### src/rtl/dvid_pkg.sv
// TMDS receive definitions: control tokens, token-to-c mapping, 10->8 decode, alignment states.
// Constants and pure functions only.
package dvid_pkg;

    localparam logic [9:0] TOK_C00    = 10'h354;
    localparam logic [9:0] TOK_C01    = 10'h0AB;
    localparam logic [9:0] TOK_C10    = 10'h154;
    localparam logic [9:0] TOK_C11    = 10'h2AB;
    localparam logic [3:0] OFFSET_MAX = 4'd9;

    typedef enum logic {
        ST_SEARCH = 1'b0,
        ST_LOCKED = 1'b1
    } align_state_e;

    function automatic logic is_ctrl_token(input logic [9:0] q);
        return (q == TOK_C00) || (q == TOK_C01) || (q == TOK_C10) || (q == TOK_C11);
    endfunction

    function automatic logic [1:0] token_to_c(input logic [9:0] q);
        logic [1:0] c;
        case (q)
            TOK_C01: c = 2'b01;
            TOK_C10: c = 2'b10;
            TOK_C11: c = 2'b11;
            default: c = 2'b00;
        endcase
        return c;
    endfunction

    // Undo the transition-minimising encode: optional inversion, then XOR/XNOR chain.
    function automatic logic [7:0] tmds_decode(input logic [9:0] q);
        logic [7:0] d;
        logic [7:0] o;
        d    = q[9] ? ~q[7:0] : q[7:0];
        o    = '0;
        o[0] = d[0];
        for (int i = 1; i < 8; i++) begin
            o[i] = q[8] ? (d[i] ^ d[i-1]) : ~(d[i] ^ d[i-1]);
        end
        return o;
    endfunction

    function automatic logic [3:0] next_offset(input logic [3:0] off);
        return (off >= OFFSET_MAX) ? 4'd0 : off + 4'd1;
    endfunction

endpackage

### src/rtl/tmds_channel_decoder.sv
// One TMDS lane: register raw word, rotate by the searched offset, decode; 2-cycle latency.
// Free-running, no backpressure; alignment FSM steps the rotation until control tokens line up.
module tmds_channel_decoder
    import dvid_pkg::*;
#(
    parameter int C_depth       = 8,
    parameter int C_lock_tokens = 16,
    parameter int C_window      = 2048
) (
    input  logic               clk_pixel,
    input  logic               resetn,
    input  logic [9:0]         word_i,
    output logic [C_depth-1:0] data_o,
    output logic               is_token_o,
    output logic [1:0]         c_o,
    output logic               locked_o,
    output logic [3:0]         offset_o
);

    localparam int RUN_W = $clog2(C_lock_tokens + 1);
    localparam int WIN_W = $clog2(C_window);
    localparam logic [RUN_W-1:0] RUN_LOCK = RUN_W'(C_lock_tokens);
    localparam logic [WIN_W-1:0] WIN_LAST = WIN_W'(C_window - 1);

    logic [9:0]         raw_q;
    logic [19:0]        raw_dbl;
    logic [9:0]         aligned;
    logic               token;
    logic [7:0]         decoded;
    logic [C_depth-1:0] data_d, data_q;
    logic               tok_q;
    logic [1:0]         c_d, c_q;
    align_state_e       state_d, state_q;
    logic [RUN_W-1:0]   run_d, run_q, run_inc;
    logic [WIN_W-1:0]   win_d, win_q;
    logic [3:0]         off_d, off_q;
    logic               hit;
    logic               expire;

    // aligned = bits [off+9:off] of {raw, raw}
    assign raw_dbl = {raw_q, raw_q};
    assign aligned = 10'(raw_dbl >> off_q);
    assign token   = is_ctrl_token(aligned);
    assign decoded = tmds_decode(aligned);

    assign data_d = token ? '0 : C_depth'(decoded >> (8 - C_depth));
    // Last control code is held so sync outputs survive the data period.
    assign c_d    = token ? token_to_c(aligned) : c_q;

    assign run_inc = (run_q == RUN_LOCK) ? run_q : run_q + RUN_W'(1);
    assign hit     = token && (run_q >= RUN_LOCK - RUN_W'(1));
    assign expire  = (win_q == WIN_LAST);

    always_comb begin
        state_d = state_q;
        off_d   = off_q;
        win_d   = win_q + WIN_W'(1);
        run_d   = token ? run_inc : '0;
        case (state_q)
            ST_SEARCH: begin
                if (hit) begin
                    state_d = ST_LOCKED;
                    win_d   = '0;
                end else if (expire) begin
                    off_d = next_offset(off_q);
                    run_d = '0;
                    win_d = '0;
                end
            end
            ST_LOCKED: begin
                if (hit) begin
                    win_d = '0;
                end else if (expire) begin
                    state_d = ST_SEARCH;
                    off_d   = next_offset(off_q);
                    run_d   = '0;
                    win_d   = '0;
                end
            end
            default: state_d = ST_SEARCH;
        endcase
    end

    always_ff @(posedge clk_pixel or negedge resetn) begin
        if (!resetn) begin
            raw_q   <= '0;
            data_q  <= '0;
            tok_q   <= 1'b1;
            c_q     <= '0;
            state_q <= ST_SEARCH;
            run_q   <= '0;
            win_q   <= '0;
            off_q   <= '0;
        end else begin
            raw_q   <= word_i;
            data_q  <= data_d;
            tok_q   <= token;
            c_q     <= c_d;
            state_q <= state_d;
            run_q   <= run_d;
            win_q   <= win_d;
            off_q   <= off_d;
        end
    end

    assign data_o     = data_q;
    assign is_token_o = tok_q;
    assign c_o        = c_q;
    assign locked_o   = (state_q == ST_LOCKED);
    assign offset_o   = off_q;

endmodule

### src/rtl/dvid2vga.sv
// TMDS-to-VGA receive: three aligned lane decoders, blue-lane sync/blank, combined lock flag.
// Free-running at 2 clk_pixel latency, no backpressure; lock indication trails by one cycle.
module dvid2vga
    import dvid_pkg::*;
#(
    parameter int C_depth       = 8,
    parameter int C_lock_tokens = 16,
    parameter int C_window      = 2048
) (
    input  logic               clk_pixel,
    input  logic               resetn,
    input  logic [9:0]         in_red,
    input  logic [9:0]         in_green,
    input  logic [9:0]         in_blue,
    output logic [C_depth-1:0] out_red,
    output logic [C_depth-1:0] out_green,
    output logic [C_depth-1:0] out_blue,
    output logic               out_hsync,
    output logic               out_vsync,
    output logic               out_blank,
    output logic               out_locked,
    output logic [11:0]        out_offset
);

    logic       r_tok, g_tok, b_tok;
    logic [1:0] r_c, g_c, b_c;
    logic       r_lk, g_lk, b_lk;
    logic [3:0] r_off, g_off, b_off;
    logic       locked_d, locked_q;
    logic       unused_ctrl;

    tmds_channel_decoder #(
        .C_depth(C_depth), .C_lock_tokens(C_lock_tokens), .C_window(C_window)
    ) u_red (
        .clk_pixel (clk_pixel),
        .resetn    (resetn),
        .word_i    (in_red),
        .data_o    (out_red),
        .is_token_o(r_tok),
        .c_o       (r_c),
        .locked_o  (r_lk),
        .offset_o  (r_off)
    );

    tmds_channel_decoder #(
        .C_depth(C_depth), .C_lock_tokens(C_lock_tokens), .C_window(C_window)
    ) u_green (
        .clk_pixel (clk_pixel),
        .resetn    (resetn),
        .word_i    (in_green),
        .data_o    (out_green),
        .is_token_o(g_tok),
        .c_o       (g_c),
        .locked_o  (g_lk),
        .offset_o  (g_off)
    );

    tmds_channel_decoder #(
        .C_depth(C_depth), .C_lock_tokens(C_lock_tokens), .C_window(C_window)
    ) u_blue (
        .clk_pixel (clk_pixel),
        .resetn    (resetn),
        .word_i    (in_blue),
        .data_o    (out_blue),
        .is_token_o(b_tok),
        .c_o       (b_c),
        .locked_o  (b_lk),
        .offset_o  (b_off)
    );

    // Only the blue lane carries hsync/vsync; red/green control codes are ignored.
    assign unused_ctrl = ^{r_tok, g_tok, r_c, g_c};

    assign out_hsync  = b_c[0];
    assign out_vsync  = b_c[1];
    assign out_blank  = b_tok;
    assign out_offset = {r_off, g_off, b_off};

    assign locked_d = r_lk & g_lk & b_lk;

    always_ff @(posedge clk_pixel or negedge resetn) begin
        if (!resetn) begin
            locked_q <= 1'b0;
        end else begin
            locked_q <= locked_d;
        end
    end

    assign out_locked = locked_q;

endmodule

### config.mk
export PLATFORM = sky130hd
export DESIGN_NAME = dvid2vga
export DESIGN_NICKNAME = d
export VERILOG_FILES = /design/src/rtl/dvid_pkg.sv /design/src/rtl/tmds_channel_decoder.sv /design/src/rtl/dvid2vga.sv
export SDC_FILE = /design/constraint.sdc
export NUM_CORES = 1
export LEC_CHECK = 0
export CORE_ASPECT_RATIO = 1.2
export CORE_UTILIZATION = 40
export DETAILED_ROUTE_END_ITERATION = 8
export DONT_BUFFER_PORTS = 1
export GPL_TIMING_DRIVEN = 0
export PLACE_DENSITY = 0.62
export SLEW_MARGIN = 40
export SYNTH_ARGS = -nofsm -noshare
export SYNTH_HDL_FRONTEND = slang
export SYNTH_SLANG_ARGS = --single-unit
export TNS_END_PERCENT = 100
### constraint.sdc
create_clock -name clk_pixel -period 2.93 [get_ports clk_pixel]
set_input_delay 0.4395 -clock clk_pixel [delete_from_list [all_inputs] [get_ports clk_pixel]]
set_output_delay 0.4395 -clock clk_pixel [all_outputs]
set_load 0.01 [all_outputs]
# [Word level (Yosys, flattened, before mapping)]
# Index checks and enable logic that the tools add are counted.
[op_classes] add_sub_neg=9 eq_ne=18 shift=3 reduce_logical=15 n_mux=67 magnitude_cmp=6 bitwise=53
[op_table] op="2-to-1 mux 11 bit" n=6
[op_table] op="equality test 10 bit, second input constant" n=6
[op_table] op="2-to-1 mux 5 bit" n=12
[op_table] op="right shift 20 x 4 -> 10 bit" n=3
[op_table] op="2-to-1 mux 8 bit" n=6
[op_table] op="2-to-1 mux 4 bit" n=9
[op_table] op="adder 11 x 1 -> 11 bit, second input constant" n=3
[op_table] op="equality test 11 bit, second input constant" n=3
[op_table] op="equality test 10 x 8 -> 1 bit, second input constant" n=3
[op_table] op="equality test 10 x 9 -> 1 bit, second input constant" n=3
[op_table] op="2-to-1 mux 1 bit" n=30
[op_table] op="NOT 1 bit" n=27
[op_table] op="NOT 8 bit" n=3
[op_table] op="XOR 1 bit" n=21
[op_table] op="adder 5 x 1 -> 5 bit, second input constant" n=3
[op_table] op="equality test 5 bit, second input constant" n=3
[op_table] op="greater-or-equal comparator 5 x 4 -> 1 bit, second input constant" n=3
[op_table] op="adder 4 x 1 -> 4 bit, second input constant" n=3
[op_table] op="greater-or-equal comparator 4 bit, second input constant" n=3
[op_table] op="logical OR 1 bit" n=9
[op_table] op="one-hot mux 1 bit (2 select lines)" n=3
[op_table] op="one-hot mux 2 bit (3 select lines)" n=1
[op_table] op="AND reduction 2 bit" n=3
[op_table] op="logical AND 1 bit" n=3
[op_table] op="AND 1 bit" n=2
[word_totals] in_bits=32 wordCells=192 out_inout_bits=40 register_bits=121

# [Longest topological paths before layout]
# Gate-level depths: netlist of run 1.
[logic_depth] word_depth=8 depth_mapped=12 ltp_nobuf=9

# [Cells and area by module]
# From an unflattened synthesis of run 1, not the netlist that was laid out.
[hier_totals] hier_cells=765 area_unflattened_um2=8069.0
[modules_own_cells] module="tmds_channel_decoder at u_green" seq_area_each_um2=1052.3 cells_each=260 instances=1 area_each_um2=2785.2
[modules_own_cells] module="tmds_channel_decoder at u_blue" seq_area_each_um2=1052.3 cells_each=251 instances=1 area_each_um2=2677.6
[modules_own_cells] module="tmds_channel_decoder at u_red" seq_area_each_um2=1052.3 cells_each=252 instances=1 area_each_um2=2575.0
[modules_own_cells] module="dvid2vga" seq_area_each_um2=25.0 cells_each=2 instances=1 area_each_um2=31.3

# [Worst setup path before layout of run 1]
# No wires, ideal clock.
[synth_timing] kind="reg-to-reg" startpoint="register u_red.off_q[0] (netlist: u_red.offset_o[0])" endpoint="register u_red.off_q[0] (netlist: u_red.offset_o[0])" path_stages_with_launch=12 setup_time_ps=125 slack_ps=-117 period_less_slack_ps=3047 n_path_buf=3 t_arrival_ps=2923 cell_sequence="dfrtp_1 > buf_2 > buf_2 > mux4_2 > mux2_2 > nor2_1 > a21oi_1 > nor3b_1 > a41o_1 > buf_2 > a21oi_2 > mux2_2"
[synth_via] elab_chain_len=8 elab_cells_between_ends=16
[synth_rtl] item="start, declared" line_no="tmds_channel_decoder.sv:36" source="logic [3:0] off_d, off_q;"
[synth_rtl] item="start signal, assigned" line_no="tmds_channel_decoder.sv:93" source="off_q <= '0;"
[synth_rtl] item="start signal, assigned" line_no="tmds_channel_decoder.sv:102" source="off_q <= off_d;"
[synth_rtl] item="right shift 20 x 4 -> 10 bit" line_no="tmds_channel_decoder.sv:42" source="assign aligned = 10'(raw_dbl >> off_q);"
[synth_rtl] item="equality test 10 bit or equality test 10 x 8 -> 1 bit (tied branches)" line_no="dvid_pkg.sv:17" source="return (q == TOK_C00) || (q == TOK_C01) || (q == TOK_C10) || (q == TOK_C11);"
[synth_rtl] item="logical OR 1 bit (3 in series)" line_no="dvid_pkg.sv:17"
[synth_rtl] item="logical AND 1 bit" line_no="tmds_channel_decoder.sv:51" source="assign hit = token && (run_q >= RUN_LOCK - RUN_W'(1));"
[synth_rtl] item="NOT 1 bit (no source line)"
[synth_rtl] item="AND reduction 2 bit (no source line)"
# Parallel ways exist; a longest one is shown, timed or not. The select of a mux whose other input is x is not followed.
# A chain may end at the register's enable or synchronous reset.

# [Worst setup path after layout of run 1]
[layout_timing] startpoint="register u_blue.off_q[0] (netlist: u_blue.offset_o[0])" endpoint="register u_blue.win_q[2]"
[layout_via] elab_chain_len=7 elab_cells_between_ends=10
[layout_rtl] item="start, declared" line_no="tmds_channel_decoder.sv:36"
[layout_rtl] item="start signal, assigned" line_no="tmds_channel_decoder.sv:93"
[layout_rtl] item="start signal, assigned" line_no="tmds_channel_decoder.sv:102"
[layout_rtl] item="right shift 20 x 4 -> 10 bit (*)" line_no="tmds_channel_decoder.sv:42"
[layout_rtl] item="equality test 10 bit or equality test 10 x 8 -> 1 bit (tied branches)" line_no="dvid_pkg.sv:17"
[layout_rtl] item="logical OR 1 bit (2 in series)" line_no="dvid_pkg.sv:17"
[layout_rtl] item="logical OR 1 bit (*)" line_no="dvid_pkg.sv:17"
[layout_rtl] item="logical AND 1 bit (*)" line_no="tmds_channel_decoder.sv:51"
[layout_rtl] item="2-to-1 mux 11 bit (*)" line_no="tmds_channel_decoder.sv:61, tmds_channel_decoder.sv:71"
[layout_rtl] item="net u_blue.win_d[2]" line_no="tmds_channel_decoder.sv:35" source="logic [WIN_W-1:0] win_d, win_q;"
[layout_rtl] item="end signal, assigned" line_no="tmds_channel_decoder.sv:101" source="win_q <= win_d;"
[layout_rtl] item="end, declared" line_no="tmds_channel_decoder.sv:35"
# Mark *: on every way through the listed nets, which the timed path passes. The rest lies on a longest branch.

==> metrics.md, run 1 <==
| Metric | Value |
|---|---|
| Status | finished with violations |
| Failing checks | hold timing, setup timing |
| WL final | roughly 17000 µm |
| CTS Buf Count | 17 |
| Reg2Reg Launch Point | u_blue.offset_o[0] |
| Max Cap Viol | 0 |
| Row Count | between 50 and 60 |
| Top_reg_cell synth | dfrtp_1 |
| Pwr Density | about 450 nW/µm² |
| Combined buffer and inverter count along the critical path | 2 |
| Part of the Yosys area used for sequential elements | about two fifths |
| Max IR drop VDD | ~0.00039 V |
| Asr flop ratio synth | 100% |
| DRC | 0 |
| CP required | ~3.2 ns |
| Design Area, Final | a little over 9000 µm² |
| Number of hold violations in the final report | 121 |
| Synth top area cells | dfrtp_1, mux4_2, xnor2_1 |
| Main combinational cell family by area after synthesis | multiplexers |
| Critical path class | flip-flop to flip-flop |
| Die Width | about 130 µm |
| #FFs+latches synth | roughly 120 |
| Global-route wire length before repair | between 20000 and 30000 µm |
| Synth top area share | between 30% and 40% |
| Diode count | 0 |
| Final period util | 103% |
| EDFF count, synth | 0 |
| Antenna violations before repair | 0 |
| Post-synthesis compound-gate area fraction | under 10% |
| Worst Hold Class | primary input to async pin |
| GPL Wtd Cong | about 0.87 |
| Clock skew | a little over 0.007 ns |
| Critical Path Source | u_blue.offset_o[0] |
| GR Overflow Total | 0 |
| Core area | about 18000 µm² |
| Library cells used by synthesis | slightly above 70 |
| IO Pins | 72 |
| Setup violators final | 17 |
| Crit path DAT | ~3.3 ns |
| Worst Setup End Kind | flip-flop |
| Commonest cells in the synthesized netlist | dfrtp_1, nor2_1, nand2_1 |
| Critical R2R Capture | u_blue.win_q[2] |
| Simple-gate share of the synthesized area | roughly 18% |
| All-Layer GR Usage | between 10% and 20% |
| First drt pass iteration count | 4 |
| Top cell family by delay on the critical path | multiplexers |
| CTS sink count | between 100 and 150 |
| Number of global-route vias before repair | 5579 |
| Clock latency at the later pin of the worst-skew pair | approximately 0.42 ns |
| Leakage | roughly 3.8 nW |
| Layout Nets | 839 |
| Worst Hold Slack | -0.283 ns |
| Synth Warn # | 0 |
| Total number of vias | roughly 5700 |
| Post-synthesis xor/xnor area fraction | under 10% |
| Fin worst setup slack | -0.0961 ns |
| Synth Area in Adders | roughly 3.6% |
| Htree depth | 4 |
| Share of cells above drive strength 1 | between 20 and 30% |
| Die footprint | between 15000 and 20000 µm² |
| Mux share of post-synthesis cell area | 18.4% |
| Reg2Reg Setup Slack | -0.1 ns |
| Worst path most repeated cell | mux2_4 |
| Mapped Cells | 730 |
| Initial DRC Count | roughly 280 |
| Fin crit period | a little over 3 ns |
| Count leader, synth | dfrtp_1 |
| CP cell instances | buf_8 > mux4_2 > mux2_4 > mux2_4 > nor4_2 > or4b_4 > a21oi_4 > or2_1 > buf_6 > nor2_1 |
| Initial core utilization | between 40% and 50% |
| Maximum fanout along the worst path | 8 |
| CTS tree | built |
| Clock slew at reported path FFs | about 0.060 ns |
| Top cell type by total area after synthesis | dfrtp_1 |
| Max Clk Rate | 330 MHz |
| Worst Tran Pin Value | ~0.61 ns |
| Placed cell area | a little under 8000 µm² |
| RSZ-0062 raised after global routing | yes |
| Fillcell total | ~1700 |
| Area grow syn2layout | 22.5% |
| Mapped Area | around 7600 µm² |
| Worst r2r path cells | 10 |
| Via density | around 5.4 |
| CTS Root Buffer Type | clkbuf_16 |
| Fin util | 50.6% |
| Largest net degree at the start of global routing | 122 |
| Die Ht | 153 µm |
| CP startpoint kind | flip-flop |
| ANT nets after route | 0 |
| Post-DP HPWL | approximately 11000 µm |
| Max stage delay on crit path | 0.54 ns |
| Avg Inst Size Synth | between 10 and 15 µm² |
| Critical path's slowest cell | mux4_2 |
| Buffers on Ports | 0 |
| DR WL/cell | between 15 and 20 µm |
| Slew headroom | 58.7% |
| Max Slew Vio Count | 0 |
| Net Count, Synth | ~780 |
| Max Root-Sink Buffers | 2 |
==> power breakdown <==
part           switching [W]  internal [W]
sequential         0.0000865       0.00174
clock               0.000783       0.00125
combinational       0.000136      0.000152
total                0.00101       0.00315
==> cells by family (layout without fill, tap and decap cells) <==
family	count (synthesis)	after routing
buffers and inverters	65	133
xor gates and xnor gates	70	70
adders and majority gates	22	22
muxes	92	92
and+or+nand+nor	271	271
DFF	121	121
AOI/OAI and AO/OA	89	89
==> cell type report <==
type | instances | area [µm²] | share of cell area, %
inverter | 27 | 106 | 1.14
buffer | 37 | 304 | 3.27
tap | 252 | 315 | 3.39
sequential | 121 | 3030 | 32.7
clock buffer | 17 | 425 | 4.58
multi-input combinational | 544 | 4600 | 49.5
clock inverter | 14 | 150 | 1.62
timing repair buffer | 38 | 352 | 3.78
==> per-layer routing <==
layer / routed length, µm / vias up / GRT usage [%]
li1: - / 2720 / -
met1: 7330 / 2828 / 22.0
met2: 8460 / 126 / 29.1
met3: 736 / 27 / 5.01
met4: 300 / 0 / 7.28
met5: 0 / - / 0
==> flip-flops by register name, indices dropped and copies added (netlist names) <==
register / cells
u_blue.is_token_o: 1
u_green.win_q: 11
u_blue.offset_o: 4
u_green.raw_q: 10
u_red.run_q: 5
u_blue.locked_o: 1
u_red.offset_o: 4
u_blue.c_o: 2
u_green.data_o: 8
u_red.win_q: 11
u_blue.data_o: 8
u_green.run_q: 5
u_blue.raw_q: 10
u_blue.win_q: 11
u_blue.run_q: 5
u_red.locked_o: 1
u_green.offset_o: 4
u_red.raw_q: 10
u_red.data_o: 8
out_locked: 1
u_green.locked_o: 1
==> metrics by stage <==
step	TNS [ns]	total power [W]	instances	worst slack, ns
after floorplan	-0.00830	0.00204	730	-0.00179
after global placement	-22.35	0.00210	982	-0.457
after detailed placement	-22.76	0.00210	982	-0.451
after CTS	-1.25	0.00418	1032	-0.112
after global routing	-4.49	0.00433	1050	-0.206
final	-1.29	0.00415	1050	-0.0961
==> what timing repair did <==
item / CTS / global route
resized for setup: 60 / 69
hold endpoints to repair: 121 / 121
buffers inserted: 19 / 17
gates cloned: 1 / 1
pin swaps: 11 / 27
setup endpoints to repair: 73 / 80
==> cell usage in the layout (no fill, tap or decap), drive strengths merged, types with 27 or more instances in the layout <==
cell type  count
buf           55
clkbuf        36
dfrtp        120
inv           27
mux2i         31
mux4          35
nand2         52
nand3         29
nor2          98
xnor2         47
==> worst max-delay path by stage <==
| stage | endpoint | cells after the start |
|---|---|---|
| after floorplan | u_blue.win_q[5] | 10 |
| after detailed placement | u_red.win_q[9] | 10 |
| after CTS | u_blue.win_q[2] | 10 |
| final | u_blue.win_q[2] | 10 |
| after global routing | u_blue.win_q[0] | 10 |
| after global placement | u_green.win_q[3] | 11 |
==> worst reg2reg max path: cells and delay by family (launching register included) <==
family                 cells  cell delay [ns]
AND/OR/NAND/NOR            4             0.85
buffers and inverters      2             0.28
flip-flops                 1             0.45
AO/OA/AOI/OAI              1             0.22
multiplexers               3             1.12
No activity file was read; power rests on OpenSTA's default activity.
==> run 2, diff against run 1 <==
Settings changed: GPL_TIMING_DRIVEN 0 to 1, PLACE_DENSITY 0.62 to 0.6.
Clock period 2.93 ns to 3.9 ns, I/O delays scaled along.
==> run 2 against run 1 <==
Effect of this change: the run now ends clean; clock power shrank 25%; fmax shrank 12%; via count down 4.1%; critical path type unchanged; total power down 25%; register-to-register slack gained 0.57 ns; routed wire length is 6.4% lower; flip-flop and latch count stayed put; core utilization fell by 4.7 points.
==> metrics.md, run 2 (synthesis gave the netlist of run 1 again) <==
| Metric | Value |
|---|---|
| CTS sink count | 121 (unchanged) |
| Clock slew at reported path FFs | 0.05 ns (about the same) |
| Htree depth | 4 (unchanged) |
| Number of hold violations in the final report | 0 (-100%) |
| Max IR drop VDD | 0.000291 V (-25%) |
| Max Root-Sink Buffers | 2 (unchanged) |
| Top Usage Layer GRT | met2 |
| Layout Nets | 781 (-6.9%) |
| CTS Buf Count | 17 (unchanged) |
| DRC | 0 (unchanged) |
| Initial core utilization | 41.3% (unchanged) |
| Global-route wire length before repair | 26800 µm (-2.9%) |
| Fin crit period | 3.42 ns (+0.397 ns) |
| Commonest non-fill, non-tap cells in the layout | dfrtp_1, nor2_1, nand2_1 |
| IO Pins | 72 (unchanged) |
| Worst Tran Pin Value | 0.731 ns (+0.118 ns) |
| CP required | 4.18 ns (+0.95 ns) |
| Clock latency at the later pin of the worst-skew pair | 0.41 ns (about the same) |
| Slew headroom | 51.3% (-7.5 points) |
| Max Clk Rate | 292 MHz (-12%) |
| Total number of vias | 5466 (-4.1%) |
| Most common cell after layout, fill and taps aside | dfrtp_1 |
| Pwr Density | 369 nW/µm² (-17%) |
| GR Overflow Total | 0 (unchanged) |
| CP startpoint kind | flip-flop |
| Final period util | 87.8% (-15 points) |
| Die footprint | 19500 µm² (unchanged) |
| Area grow syn2layout | 11.2% |
| M1 GR Usage | 21.1% (-0.89 points) |
| CTS tree | built |
| Setup violators final | 0 (-17) |
| Post-DP HPWL | 11200 µm (-1.6%) |
| Die Width | 128 µm (unchanged) |
| Worst Hold Slack | 0.0954 ns (+0.379 ns) |
| Core area | 18400 µm² (unchanged) |
| Met3 Use GR | 4.06% (-0.95 points) |
| All-Layer GR Usage | 17.0% (-0.75 points) |
| Max Cap Viol | 0 (unchanged) |
| Met2 GRT Util | 28.4% (-0.70 points) |
| ANT nets after route | 0 (unchanged) |
| Critical path class | flip-flop to flip-flop |
| Max stage delay on crit path | 0.65 ns (+0.11 ns) |
| Final TNS setup | 0 ns (+1.29 ns) |
| Fillcell total | 1744 (+3.3%) |
| CTS Root Buffer Type | clkbuf_16 |
| Clock skew | 0.00935 ns (+0.00225 ns) |
| Register Area | 3030 µm² (-0.12%) |
| Worst Hold Class | primary input to async pin |
| Worst Setup End Kind | flip-flop |
| Max Slew Vio Count | 0 (unchanged) |
| GPL Wtd Cong | 0.875 (+0.24%) |
| Die Ht | 153 µm (unchanged) |
| Via density | 5.51 (+1.5%) |
| Critical path's slowest cell | dfrtp_1 |
| Antenna violations before repair | 0 (unchanged) |
| Leakage | 3.45 nW (-9.7%) |
| Status | finished, final reports clean |
| DR WL/cell | 15.9 µm (-0.98%) |
| Row Count | 54 (unchanged) |
| First drt pass iteration count | 4 (unchanged) |
| WL final | 15700 µm (-6.4%) |
| Buffers on Ports | 0 (unchanged) |
| Number of global-route vias before repair | 5486 (-1.7%) |
| RSZ-0062 raised after global routing | no |
| Regs by FF count | u_blue.win_q (11), u_green.win_q (11), u_red.win_q (11) |
| Share of cells above drive strength 1 | 15.4% (-13 points) |
| Largest net degree at the start of global routing | 121 (-0.82%) |
| Crit path DAT | 3.71 ns (+0.38 ns) |
| Maximum fanout along the worst path | 13 (+5) |
| CP cell instances | buf_4 > mux4_2 > mux2_2 > or2_2 > o22ai_1 > nand3_1 > a21oi_2 > or2_1 > nor2_1 |
| Multi-input combinational cell area | 4260 µm² (-7.6%) |
| Post-CTS Resized | 0 (-100%) |
| Diode count | 0 (unchanged) |
| Initial DRC Count | 265 (-5.0%) |
[run 2: changes by cell type in the layout (fill, tap and decap cells not counted), moves of 5 or more]
cell | previous run | this run
nor2_4 | 5 | 0
buf_6 | 10 | 0
mux2_2 | 14 | 22
buf_4 | 36 | 15
clkbuf_1 | 8 | 1
mux2_4 | 11 | 2
mux2i_1 | 25 | 31
clkbuf_4 | 6 | 0
nor2_1 | 90 | 98
[run 2: area by class of cell]
cell class / count / area share [%]
Clock inverter: 11 / 1.47
Tap cell: 252 / 3.74
Clock buffer: 20 / 5.42
Inverter: 27 / 1.20
Multi-Input combinational cell: 544 / 50.5
Sequential cell: 121 / 35.9
Timing Repair Buffer: 17 / 1.78
[run 2: path summary, 6_finish.rpt]
path | slack, ns | startpoint | end | cells after the start
max in group asynchronous | 3.30 | resetn | u_red.offset_o[2] | 1
min in group clk_pixel | 0.20 | in_red[9] | u_red.raw_q[9] | 0
setup reg to reg | 0.48 | u_green.offset_o[0] | u_green.win_q[4] | 9
setup / recovery | 0.48 | u_green.offset_o[0] | u_green.win_q[4] | 9
hold / removal | 0.1 | resetn | u_blue.data_o[7] | 1
hold reg to reg | 0.47 | u_blue.locked_o | u_blue.locked_o | 1
[run 2: worst max-delay path, delay by kind of cell (launching register included)]
kind	cells	cell delay [ns]
DFF	1	0.65
and+or+nand+nor	4	0.88
buffers and inverters	1	0.28
AOI/OAI and AO/OA	2	0.65
muxes	2	0.84
[run 2: routing by layer]
layer  share of wire, %  up-vias
met2                 50      134
li1                   -     2595
met1                 43     2703
met3                4.3       34
met5                  0        -
met4                2.0        0
[run 2: through the flow]
step | setup slack [ns] | instances | instance area, µm² | utilization [%] | power, W
after floorplan | 0.853 | 730 | 7580 | - | 0.00153
after detailed placement | 0.484 | 959 | 7820 | 42.5 | 0.00158
after global routing | 0.169 | 992 | 8430 | 45.9 | 0.00324
final | 0.477 | 992 | 8430 | 45.9 | 0.00311
after global placement | 0.451 | 959 | 7810 | 42.5 | 0.00158
after CTS | 0.464 | 992 | 8430 | 45.9 | 0.00315
[run 2: what timing repair did]
| action | 4_1_cts | 5_1_grt |
|---|---|---|
| buffers inserted | 0 | 0 |
| endpoints found under the hold margin | 120 | 0 |
| hold buffers | 2 | 0 |
[run 2: where the power goes]
part,leakage [nW],internal (W),total [W],switching (W)
sequential,1.52,0.00131,0.00137,0.0000631
combinational,1.67,0.0000970,0.000215,0.000118
clock,0.266,0.000967,0.00152,0.000557
total,3.45,0.00238,0.00311,0.000738
==> run 3, diff against run 2 <==
Settings changed: CORE_MARGIN set to 2.
Clock period 3.9 ns to 3.5 ns, I/O delays scaled along.
==> run 3 against run 2 <==
Effect of this change: total power up 15%; first-iteration DRC count up 3.8%; final cell count rose by 1.6%; hold slack got worse by 0.091 ns; largest power group unchanged; via count rose by 0.27%; combinational power up 9.8%; highest routed layer unchanged.
==> metrics.md, run 3 (synthesis gave the netlist of run 1 again) <==
| Metric | Value |
|---|---|
| CTS tree | built |
| M1 GR Usage | 20.7% (-0.41 points) |
| CP cell instances | mux2_2 > mux4_2 > mux2_4 > nor4_2 > or4b_4 > a21oi_4 > or2_1 > nor2_1 |
| Antenna violations before repair | 0 (unchanged) |
| Htree depth | 4 (unchanged) |
| Worst Tran Pin Value | 0.677 ns (-0.0539 ns) |
| WL final | 16000 µm (+1.4%) |
| GPL Wtd Cong | 0.889 (+1.6%) |
| Max Clk Rate | 305 MHz (+4.2%) |
| Worst r2r path cells | 8 (-1) |
| Crit path DAT | 3.57 ns (-0.14 ns) |
| Max IR drop VDD | 0.000316 V (+8.5%) |
| Max Slew Vio Count | 0 (unchanged) |
| RSZ-0062 raised after global routing | no |
| Max Cap Viol | 0 (unchanged) |
| All-Layer GR Usage | 16.7% (-0.29 points) |
| Combined buffer and inverter count along the critical path | 0 (-1) |
| Critical Path Source | u_blue.offset_o[3] |
| Critical path class | flip-flop to flip-flop |
| Fillcell total | 1792 (+2.8%) |
| GR Overflow Total | 0 (unchanged) |
| Core area | 18700 µm² (+1.9%) |
| DR WL/cell | 15.8 µm (-0.23%) |
| Most common cell after layout, fill and taps aside | dfrtp_1 |
| Number of global-route vias before repair | 5582 (+1.7%) |
| Top cell family by delay on the critical path | multiplexers |
| Die Ht | 155 µm (+1.3%) |
| Post-CTS Setup Inserts | 0 (unchanged) |
| Diode count | 0 (unchanged) |
| ANT nets after route | 0 (unchanged) |
| Initial core utilization | 40.5% (-0.75 points) |
| Die footprint | 20100 µm² (+2.9%) |
| Critical R2R Capture | u_blue.win_q[7] |
| CTS Root Buffer Type | clkbuf_16 |
| Layout Nets | 792 (+1.4%) |
| Max Root-Sink Buffers | 2 (unchanged) |
| DRC | 0 (unchanged) |
| Setup violators final | 0 (unchanged) |
| IO Pins | 72 (unchanged) |
| Row Count | 55 (+1.9%) |
| Via density | 5.44 (-1.3%) |
| Area grow syn2layout | 12.8% |
| Worst Setup End Kind | flip-flop |
| Share of cells above drive strength 1 | 17.0% (+1.6 points) |
| CTS Buf Count | 17 (unchanged) |
| Global-route wire length before repair | 27400 µm (+2.2%) |
| Regs by FF count | u_blue.win_q (11), u_green.win_q (11), u_red.win_q (11) |
| Clock slew at reported path FFs | 0.06 ns (about the same) |
| Leakage | 3.55 nW (+2.9%) |
| Initial DRC Count | 275 (+3.8%) |
| Maximum fanout along the worst path | 10 (-3) |
| Worst Hold Class | primary input to async pin |
| Status | finished, final reports clean |
| Final TNS setup | 0 ns (unchanged) |
| Met2 GRT Util | 28.5% (+0.11 points) |
| Reg2Reg Setup Slack | 0.22 ns (-0.26 ns) |
| Critical path's slowest cell | dfrtp_1 |
| Total number of vias | 5481 (+0.27%) |
| Clock skew | 0.0108 ns (+0.00143 ns) |
| Post-DP HPWL | 11400 µm (+1.5%) |
| Commonest non-fill, non-tap cells in the layout | dfrtp_1, nor2_1, nand2_1 |
| Die Width | 130 µm (+1.6%) |
| Max stage delay on crit path | 0.58 ns (-0.07 ns) |
| CP startpoint kind | flip-flop |
| Met3 Use GR | 4.12% (+0.056 points) |
| Buffers on Ports | 0 (unchanged) |
| Final period util | 93.8% (+6.0 points) |
| Reg2Reg Launch Point | u_blue.offset_o[3] |
| Fin crit period | 3.28 ns (-0.139 ns) |
| Slew headroom | 54.3% (+3.0 points) |
| CP required | 3.79 ns (-0.39 ns) |
| Top Usage Layer GRT | met2 |
| Clock latency at the later pin of the worst-skew pair | 0.42 ns (about the same) |
| Largest net degree at the start of global routing | 122 (+0.83%) |
| Number of hold violations in the final report | 0 (unchanged) |
| Worst Hold Slack | 0.00408 ns (-0.0913 ns) |
| First drt pass iteration count | 5 (+1) |
| Pwr Density | 418 nW/µm² (+13%) |
| CTS sink count | 121 (unchanged) |
-- run 3: cell type report --
type / instances / area [µm²] / share of cell area [%]
clock inverter: 13 / 166 / 1.94
multi-input combinational: 544 / 4260 / 49.7
clock buffer: 19 / 453 / 5.29
sequential: 121 / 3030 / 35.4
inverter: 27 / 101 / 1.18
tap: 256 / 320 / 3.74
timing repair buffer: 28 / 230 / 2.69
-- run 3: metal layers --
layer	share of wire, %	up-vias
li1	-	2624
met1	42	2707
met2	52	130
met3	4.2	20
met4	1.3	0
met5	0	-
-- run 3: worst max-delay path by stage --
stage                   endpoint  cells past startpoint
2_1_floorplan  u_red.offset_o[0]                     11
3_3_place_gp     u_blue.win_q[7]                      8
3_5_place_dp     u_blue.win_q[2]                      8
4_1_cts           u_red.win_q[1]                      8
5_1_grt           u_red.win_q[1]                     10
6_report         u_blue.win_q[7]                      8
-- run 3: metrics by stage --
| stage | setup slack [ns] | instances | util, % | cell area, µm² | total power [W] |
|---|---|---|---|---|---|
| floorplan | 0.453 | 730 | - | 7580 | 0.00171 |
| global placement | 0.307 | 975 | 42.3 | 7910 | 0.00176 |
| detailed placement | 0.221 | 975 | 42.3 | 7910 | 0.00176 |
| CTS | 0.188 | 1008 | 45.7 | 8560 | 0.00363 |
| global route | 0.00245 | 1008 | 45.7 | 8560 | 0.00372 |
| finish | 0.216 | 1008 | 45.7 | 8560 | 0.00358 |
-- run 3: report_power, final --
part           switching, W  internal, W  total (W)  leakage, nW
clock              0.000648      0.00116    0.00181        0.308
combinational      0.000126     0.000109   0.000236         1.73
sequential        0.0000707      0.00146    0.00153         1.52
-- run 3: worst register-to-register path: cells and delay by family, from the launching register on --
kind	cells	cell delay [ns]
and+or+nand+nor	4	1.03
muxes	3	1.25
DFF	1	0.58
AOI/OAI and AO/OA	1	0.30
-- run 3: timing repair --
item | in CTS | in global routing
hold buffers | 1 | 0
setup endpoints to repair | 0 | 8
hold endpoints to repair | 121 | 0
gates resized for setup | 0 | 1
